==> src/rtl/mem_arbiter.sv <==
// Two-port arbiter that shares one synchronous memory between the CPU datapath and a loader/debug port.
// Round-robin on ties, loader priority while the CPU is halted, bursts bounded by MAX_BURST while the other port waits.
module mem_arbiter #(
  parameter int ADDR_W    = 4,
  parameter int DATA_W    = 8,
  parameter int MAX_BURST = 8
) (
  input  logic              clk,
  input  logic              reset_n,
  input  logic              cpu_req,
  input  logic              cpu_we,
  input  logic [ADDR_W-1:0] cpu_addr,
  input  logic [DATA_W-1:0] cpu_wdata,
  input  logic              cpu_halted,
  output logic              cpu_gnt,
  output logic              cpu_rvalid,
  output logic [DATA_W-1:0] cpu_rdata,
  input  logic              ld_req,
  input  logic              ld_we,
  input  logic [ADDR_W-1:0] ld_addr,
  input  logic [DATA_W-1:0] ld_wdata,
  input  logic              ld_lock,
  output logic              ld_gnt,
  output logic              ld_rvalid,
  output logic [DATA_W-1:0] ld_rdata,
  output logic              mem_en,
  output logic              mem_we,
  output logic [ADDR_W-1:0] mem_addr,
  output logic [DATA_W-1:0] mem_wdata,
  input  logic [DATA_W-1:0] mem_rdata,
  output logic              busy,
  output logic [1:0]        dbg_state
);

  // Handshake: a beat is any cycle where the owner holds req=1 while its gnt=1; the requester
  // keeps addr/we/wdata stable until that beat, and read data returns with rvalid one cycle later.
  typedef enum logic [1:0] {
    IDLE    = 2'd0,
    OWN_CPU = 2'd1,
    OWN_LD  = 2'd2
  } state_t;

  localparam int CNT_W = $clog2(MAX_BURST + 1);
  localparam logic [CNT_W-1:0] CNT_MAX = CNT_W'(MAX_BURST);

  state_t           state_q, state_d;
  logic             last_ld_q, last_ld_d;
  logic [CNT_W-1:0] cnt_q, cnt_d, cnt_after;
  logic             cpu_beat, ld_beat, beat, burst_done;
  logic             cpu_rd_q, ld_rd_q;

  function automatic state_t pick(input logic c, input logic l, input logic halted,
                                  input logic last_ld);
    if (c && l)  return (halted || !last_ld) ? OWN_LD : OWN_CPU;
    else if (c)  return OWN_CPU;
    else if (l)  return OWN_LD;
    else         return IDLE;
  endfunction

  assign cpu_beat = (state_q == OWN_CPU) && cpu_req;
  assign ld_beat  = (state_q == OWN_LD) && ld_req;
  assign beat     = cpu_beat || ld_beat;

  // Burst limit looks at the count including this cycle's beat, so MAX_BURST beats then handoff.
  always_comb begin
    cnt_after = cnt_q;
    if (beat && (cnt_q != CNT_MAX)) cnt_after = cnt_q + CNT_W'(1);
  end
  assign burst_done = (cnt_after == CNT_MAX);

  always_comb begin
    state_d = state_q;
    case (state_q)
      IDLE: state_d = pick(cpu_req, ld_req, cpu_halted, last_ld_q);
      OWN_CPU: begin
        if (!cpu_req || (burst_done && ld_req)) state_d = ld_req ? OWN_LD : IDLE;
      end
      OWN_LD: begin
        if (burst_done && cpu_req && !cpu_halted) state_d = OWN_CPU;
        else if (!ld_req && !ld_lock)             state_d = cpu_req ? OWN_CPU : IDLE;
      end
      default: state_d = IDLE;
    endcase
  end

  always_comb begin
    last_ld_d = last_ld_q;
    cnt_d     = cnt_after;
    if (state_d != state_q) begin
      cnt_d = '0;
      if (state_d == OWN_LD)  last_ld_d = 1'b1;
      if (state_d == OWN_CPU) last_ld_d = 1'b0;
    end
  end

  always_ff @(posedge clk or negedge reset_n) begin
    if (!reset_n) begin
      state_q   <= IDLE;
      last_ld_q <= 1'b1;
      cnt_q     <= '0;
      cpu_rd_q  <= 1'b0;
      ld_rd_q   <= 1'b0;
    end else begin
      state_q   <= state_d;
      last_ld_q <= last_ld_d;
      cnt_q     <= cnt_d;
      cpu_rd_q  <= cpu_beat && !cpu_we;
      ld_rd_q   <= ld_beat && !ld_we;
    end
  end

  always_comb begin
    mem_en    = beat;
    mem_we    = 1'b0;
    mem_addr  = '0;
    mem_wdata = '0;
    if (cpu_beat) begin
      mem_we    = cpu_we;
      mem_addr  = cpu_addr;
      mem_wdata = cpu_wdata;
    end else if (ld_beat) begin
      mem_we    = ld_we;
      mem_addr  = ld_addr;
      mem_wdata = ld_wdata;
    end
  end

  assign cpu_gnt    = (state_q == OWN_CPU);
  assign ld_gnt     = (state_q == OWN_LD);
  assign cpu_rvalid = cpu_rd_q;
  assign ld_rvalid  = ld_rd_q;
  assign cpu_rdata  = cpu_rd_q ? mem_rdata : '0;
  assign ld_rdata   = ld_rd_q ? mem_rdata : '0;
  assign busy       = (state_q != IDLE);
  assign dbg_state  = state_q;

endmodule

==> config.mk <==
export PLATFORM = sky130hd
export DESIGN_NAME = mem_arbiter
export DESIGN_NICKNAME = d
export VERILOG_FILES = /design/src/rtl/mem_arbiter.sv
export SDC_FILE = /design/constraint.sdc
export NUM_CORES = 1
export LEC_CHECK = 0
export CAP_MARGIN = 15
export CORE_MARGIN = 4
export CORE_UTILIZATION = 61
export CTS_CLUSTER_DIAMETER = 30
export DETAILED_ROUTE_END_ITERATION = 16
export DONT_BUFFER_PORTS = 1
export PLACE_DENSITY_LB_ADDON = 0.05
export SYNTH_ARGS = -nofsm -noshare
export SYNTH_HDL_FRONTEND = slang
export SYNTH_SLANG_ARGS = --single-unit
==> constraint.sdc <==
create_clock -name clk -period 3.7 [get_ports clk]
set_clock_uncertainty 0.15 [all_clocks]
set_input_delay 0.185 -clock clk [delete_from_list [all_inputs] [get_ports clk]]
set_output_delay 0.185 -clock clk [all_outputs]
set_load 0.1 [all_outputs]
### After elaboration in Yosys (flattened, before gate mapping)

Index checks and enable logic that the tools add are counted.

* bits of input ports: 40
* logic and storage cells: 58
* bits in registers: 9
* output and inout bits: 37

* add/sub/neg operators: 1
* eq/ne operators: 7
* multiplexer cells: 21
* reduce and logical (&&, ||, !) cells: 24

Operators with widths (count)
* 8-bit 2-to-1 mux: 4
* 4-bit 2-to-1 mux: 4
* 2-bit 2-to-1 mux: 7
* 1-bit logical AND: 10
* 1-bit logical NOT: 7
* 2-bit one-hot mux with 3 select lines: 1
* 1-bit 2-to-1 mux: 5
* 4-bit by 1-bit adder with 4-bit output, second input constant: 1
* 2-bit by 1-bit equality test with 1-bit output, second input constant: 2
* 2-bit equality test, second input constant: 2
* 4-bit equality test, second input constant: 1
* 4-bit inequality test, second input constant: 1
* 2-bit nonzero test: 2
* 1-bit logical OR: 3
* 2-bit logical NOT: 1
* 2-bit inequality test: 1
* 2-bit AND reduction: 1

### Logic depth before layout (Yosys ltp)

* depth in word-level cells: 13
* gate-level depth with buffers: 12
* depth with buffers taken out: 12

### Worst setup path before layout

OpenSTA, ideal clock, no wires.

* path kind: register to output
* start point: register state_q[1], in the netlist dbg_state[1]
* end point: output port mem_we
* buffers on the path: 1
* path slack: -0.732 ns
* required time: 3.365 ns
* arrival: 4.097 ns
* cell stages (with the launch flop): 6
* cell sequence: dfrtp_1 -> buf_4 -> nor2b_1 -> nand2_1 -> nand2_1 -> a21boi_0

* elaborated cells between the ends (all ways): 6
* classes of those cells: eq/ne (2); mux (2); reduce/logical (2)

RTL lines
* start, declared: line 46 `state_t state_q, state_d;`
* start signal, assigned: line 104 `state_q <= state_d;`
* 2-bit by 1-bit equality test with 1-bit output
* named net cpu_gnt: line 15 `output logic cpu_gnt,`
* 1-bit logical AND: line 60 `assign cpu_beat = (state_q == OWN_CPU) && cpu_req;`
* 1-bit 2-to-1 mux: line 117 `if (cpu_beat) begin`
* end, declared: line 27 `output logic mem_we,`

The timed path passes the listed nets, and every way through them passes these cells.

### Final worst setup path

* start point: register cnt_q[0]
* end point: register last_ld_q

* word-level cells in the longest chain between the ends: 11
* elaborated cells between the ends (all ways): 18
* classes of those cells: add/sub (1); eq/ne (5); mux (5); reduce/logical (7)

Ends and longest elaborated chain
* start, declared: line 48 `logic [CNT_W-1:0] cnt_q, cnt_d, cnt_after;`
* start signal, assigned: line 106 `cnt_q <= cnt_d;`
* branches (longest 2 deep; another with 4-bit by 1-bit adder with 4-bit output)
* 4-bit 2-to-1 mux (*): line 67 `if (beat && (cnt_q != CNT_MAX)) cnt_after = cnt_q + CNT_W'(1);`
* 4-bit equality test (*): line 69 `assign burst_done = (cnt_after == CNT_MAX);`
* 1-bit logical AND, on equally long branches: line 79, 76
* 1-bit logical AND / 1-bit logical OR (equally long branches): line 79, 76
* 2-bit 2-to-1 mux, on equally long branches: line 79, 76
* 2-bit one-hot mux with 3 select lines (*): line 73 `case (state_q)`
* 2-bit equality test / 2-bit by 1-bit equality test with 1-bit output (equally long branches): line 91, 92
* 2-bit nonzero test (no line)
* 2-bit AND reduction (no line)
* end signal, assigned: line 105 `last_ld_q <= last_ld_d;`
* end, declared: line 47 `logic last_ld_q, last_ld_d;`

Every way passes the cells marked *.
A chain may end at the register's enable or synchronous reset.

==> run metrics <==
result of the run=complete, no violations; Synth Cell Area=between 900 and 1000 µm²; total of max-cap violations=0; final net count=about 180; power density over the cells=around 1100 nW/µm²; post-detailed-route wirelength per cell=19.2 µm; transition at the pin with the smallest max-transition slack=between 900 and 1000 ps; Total Routing Usage GR=27.4%; CTS clock-pin slew for the worst setup and hold paths=around 60 ps; worst slack on hold paths=between 50 and 60 ps; Seq/Total Area, Yosys=23.9%; worst-case clock buffer depth=2; RSZ-0062 raised after global routing=no; setup total negative slack=0 ps; post-DR vias/cell=6.59; Detailed Route Iter0 Violations=21; via count of the first global-routing pass=956; Buf+Inv Stages, Crit Path=1; maximum fanout count along the critical path=7; setup violators final=0; cell types with the largest area share after synthesis=sky130_fd_sc_hd__dfrtp_1 21%, sky130_fd_sc_hd__a22o_1 11%, sky130_fd_sc_hd__and2_1 11%, sky130_fd_sc_hd__ha_1 4.0%, sky130_fd_sc_hd__nand2_1 4.0%; Chip Width=47.4 µm; required time at the endpoint of the critical path=3750 ps; min Tclk post-route=2910 ps; count of hold-fix buffers inserted at cts=5; post-synthesis cell count=115; Crit. End Element=flop; number of buffers inserted by post-CTS setup repair=0; sum of routed wire length over all layers=2940 µm; DRC violation count after routing=0; Critical Path, Cell by Cell=inv_1 -> ha_1 -> a211oi_1 -> a21o_1 -> nand3_1 -> a22oi_4 -> mux2i_1 -> o22ai_1 -> ha_1 -> a211oi_2 -> mux2i_1; wire length of the first global-routing pass=approximately 4300 µm; layout cell share with drive strength beyond 1=23.9%; maximum ir drop on the vdd rail=0.000889 V; pins over their slew limit=0; area added between synthesis and finish=24.1%; Critical Path Source Type=flop; die area=around 2200 µm²; total nets after synthesis=~160; number of sinks driven by the clock tree=9; Synth area leader=sky130_fd_sc_hd__dfrtp_1; maximum number of pins on one net before global-route repair=15; number of register bits inferred by synthesis=9; placer's final routability congestion estimate=0.858; Worst Path Arrival=2950 ps; syn avg cell area=8.23 µm²; number of buffers inserted during clock tree synthesis=3; Final Instance Area=1170 µm²; estimated wirelength of the detail-placed design=2180 µm; highest-delay cell along the critical path=sky130_fd_sc_hd__dfrtp_1; number of top-level design ports=77; total via count after detailed routing=1009; count of antenna-violating nets left after detailed routing=0; highest achievable clock rate=344 MHz; Crit path max-delay family=compound AO/OA/AOI/OAI gates; die height=47.4 µm; worst min path class=in2reg; input/output buffers=0; longest individual stage delay on the worst path=480 ps; area fraction of the dominant cell type after synthesis=a little over a fifth; depth of the CTS H-tree=1; antenna violations before repair=0; initial core utilization=around two thirds; core outline area=around 1400 µm²; global route total overflow=0; portion of the clock cycle consumed by the worst path in the final layout=78.5%; Yosys warning total=0; number of rows created at floorplan=13; final hold vios=0; CTS root buffer=sky130_fd_sc_hd__clkbuf_4; Ant. Diodes=0; Post-DP Area=1100 µm²; synth unique cells=44; drt first pass iters=4; clock tree from TritonCTS=done; P_leak=0.535 nW; Filler Cell Count=93; Power Total=1.29 mW; max_slew headroom=34.7%; insertion delay of the later-clocked pin in the worst-skew pair=between 200 and 300 ps; type of the setup path with the least slack=reg2reg; quantity of gates resized following cts=0
worst reg2reg max path, delay by kind of cell, from the launching register on:
kind	cells	cell delay (ps)
AOI/OAI and AO/OA	5	930
adders and majority gates	2	580
DFF	1	480
muxes	2	460
and+or+nand+nor	1	130
buffers and inverters	1	120
final cells by class:
cell class                      instances  area, µm²  area share [%]
Sequential cell                         9        226            19.3
Inverter                                6       22.5            1.92
Timing Repair Buffer                   26        220            18.8
Clock buffer                            4       26.3            2.24
Multi-Input combinational cell         93        659            56.2
Tap cell                               15       18.8            1.60
where the power goes:
part	leakage [nW]	switching, mW	internal, mW
Sequential	0.118	0.0199	0.125
Combinational	0.401	0.835	0.230
Clock	0.0150	0.0379	0.0418
stage by stage:
step | utilization (%) | setup WS [ps] | cells
6_report | 84.9 | 794 | 153
5_1_grt | 84.9 | 501 | 153
4_1_cts | 84.9 | 851 | 153
3_5_place_dp | 79.4 | 892 | 144
3_3_place_gp | 79.4 | 980 | 144
2_1_floorplan | - | 84.4 | 115
Yosys cell counts, drive strengths merged:
library cell,instances
o21ai,2
o22a,1
nand4,1
nand3b,1
a31oi,2
a211o,1
ha,3
a22oi,3
nand3,1
o22ai,1
clkbuf,3
mux2i,2
a21boi,1
a311o,1
xnor2,2
nor3,3
a211oi,2
o21a,1
nand4b,1
a22o,12
nor2b,4
and2,16
and3b,2
inv,6
nor2,8
o211ai,1
a21oi,3
o31ai,1
nand2b,1
nor3b,1
or2,2
buf,4
dfstp,1
o2111ai,1
dfrtp,8
nand2,10
o31a,1
a21o,1
layout by cell type (no fill, tap or decap), types with 3 or more instances in the layout:
master and instances:
sky130_fd_sc_hd__dlygate4sd3_1 5, sky130_fd_sc_hd__inv_1 6, sky130_fd_sc_hd__clkbuf_4 3, sky130_fd_sc_hd__nor3_1 3, sky130_fd_sc_hd__dfrtp_1 8, sky130_fd_sc_hd__a22o_1 12, sky130_fd_sc_hd__buf_4 20, sky130_fd_sc_hd__nand2_1 10
sky130_fd_sc_hd__and2_1 16, sky130_fd_sc_hd__nor2_1 8, sky130_fd_sc_hd__ha_1 3, sky130_fd_sc_hd__a21oi_1 3
final timing paths:
path,start,endpoint,slack [ps],depth (start not counted)
setup / recovery,cnt_q[0],last_ld_q,790,11
hold / removal,ld_req,last_ld_q,50,3
setup reg to reg,cnt_q[0],last_ld_q,790,11
hold reg to reg,last_ld_q,last_ld_q,330,2
max in group asynchronous,reset_n,last_ld_q,2930,1
min in group asynchronous,reset_n,dbg_state[0],140,1
metal layers:
layer  GRT usage, %  wire length (µm)  vias to the layer above
li1               -                 -                      464
met3           7.28               327                        2
met4           5.52                10                        0
met1           28.3               996                      490
met5              0                 0                        -
met2           53.7              1600                       53
kinds of logic after synthesis:
kind of cell,synth area share [%]
AO/OA/AOI/OAI,31.0
flip-flops,23.9
adder cells (fa/ha/maj),3.97
XOR/XNOR,1.85
buffers and inverters,7.27
multiplexers,2.12
AND/OR/NAND/NOR,29.9
sequential cells by signal, indices dropped and copies added (netlist names):
| register | count |
|---|---|
| dbg_state | 2 |
| cnt_q | 4 |
| ld_rvalid | 1 |
| last_ld_q | 1 |
| cpu_rvalid | 1 |
No activity file was read; power rests on OpenSTA's default activity.
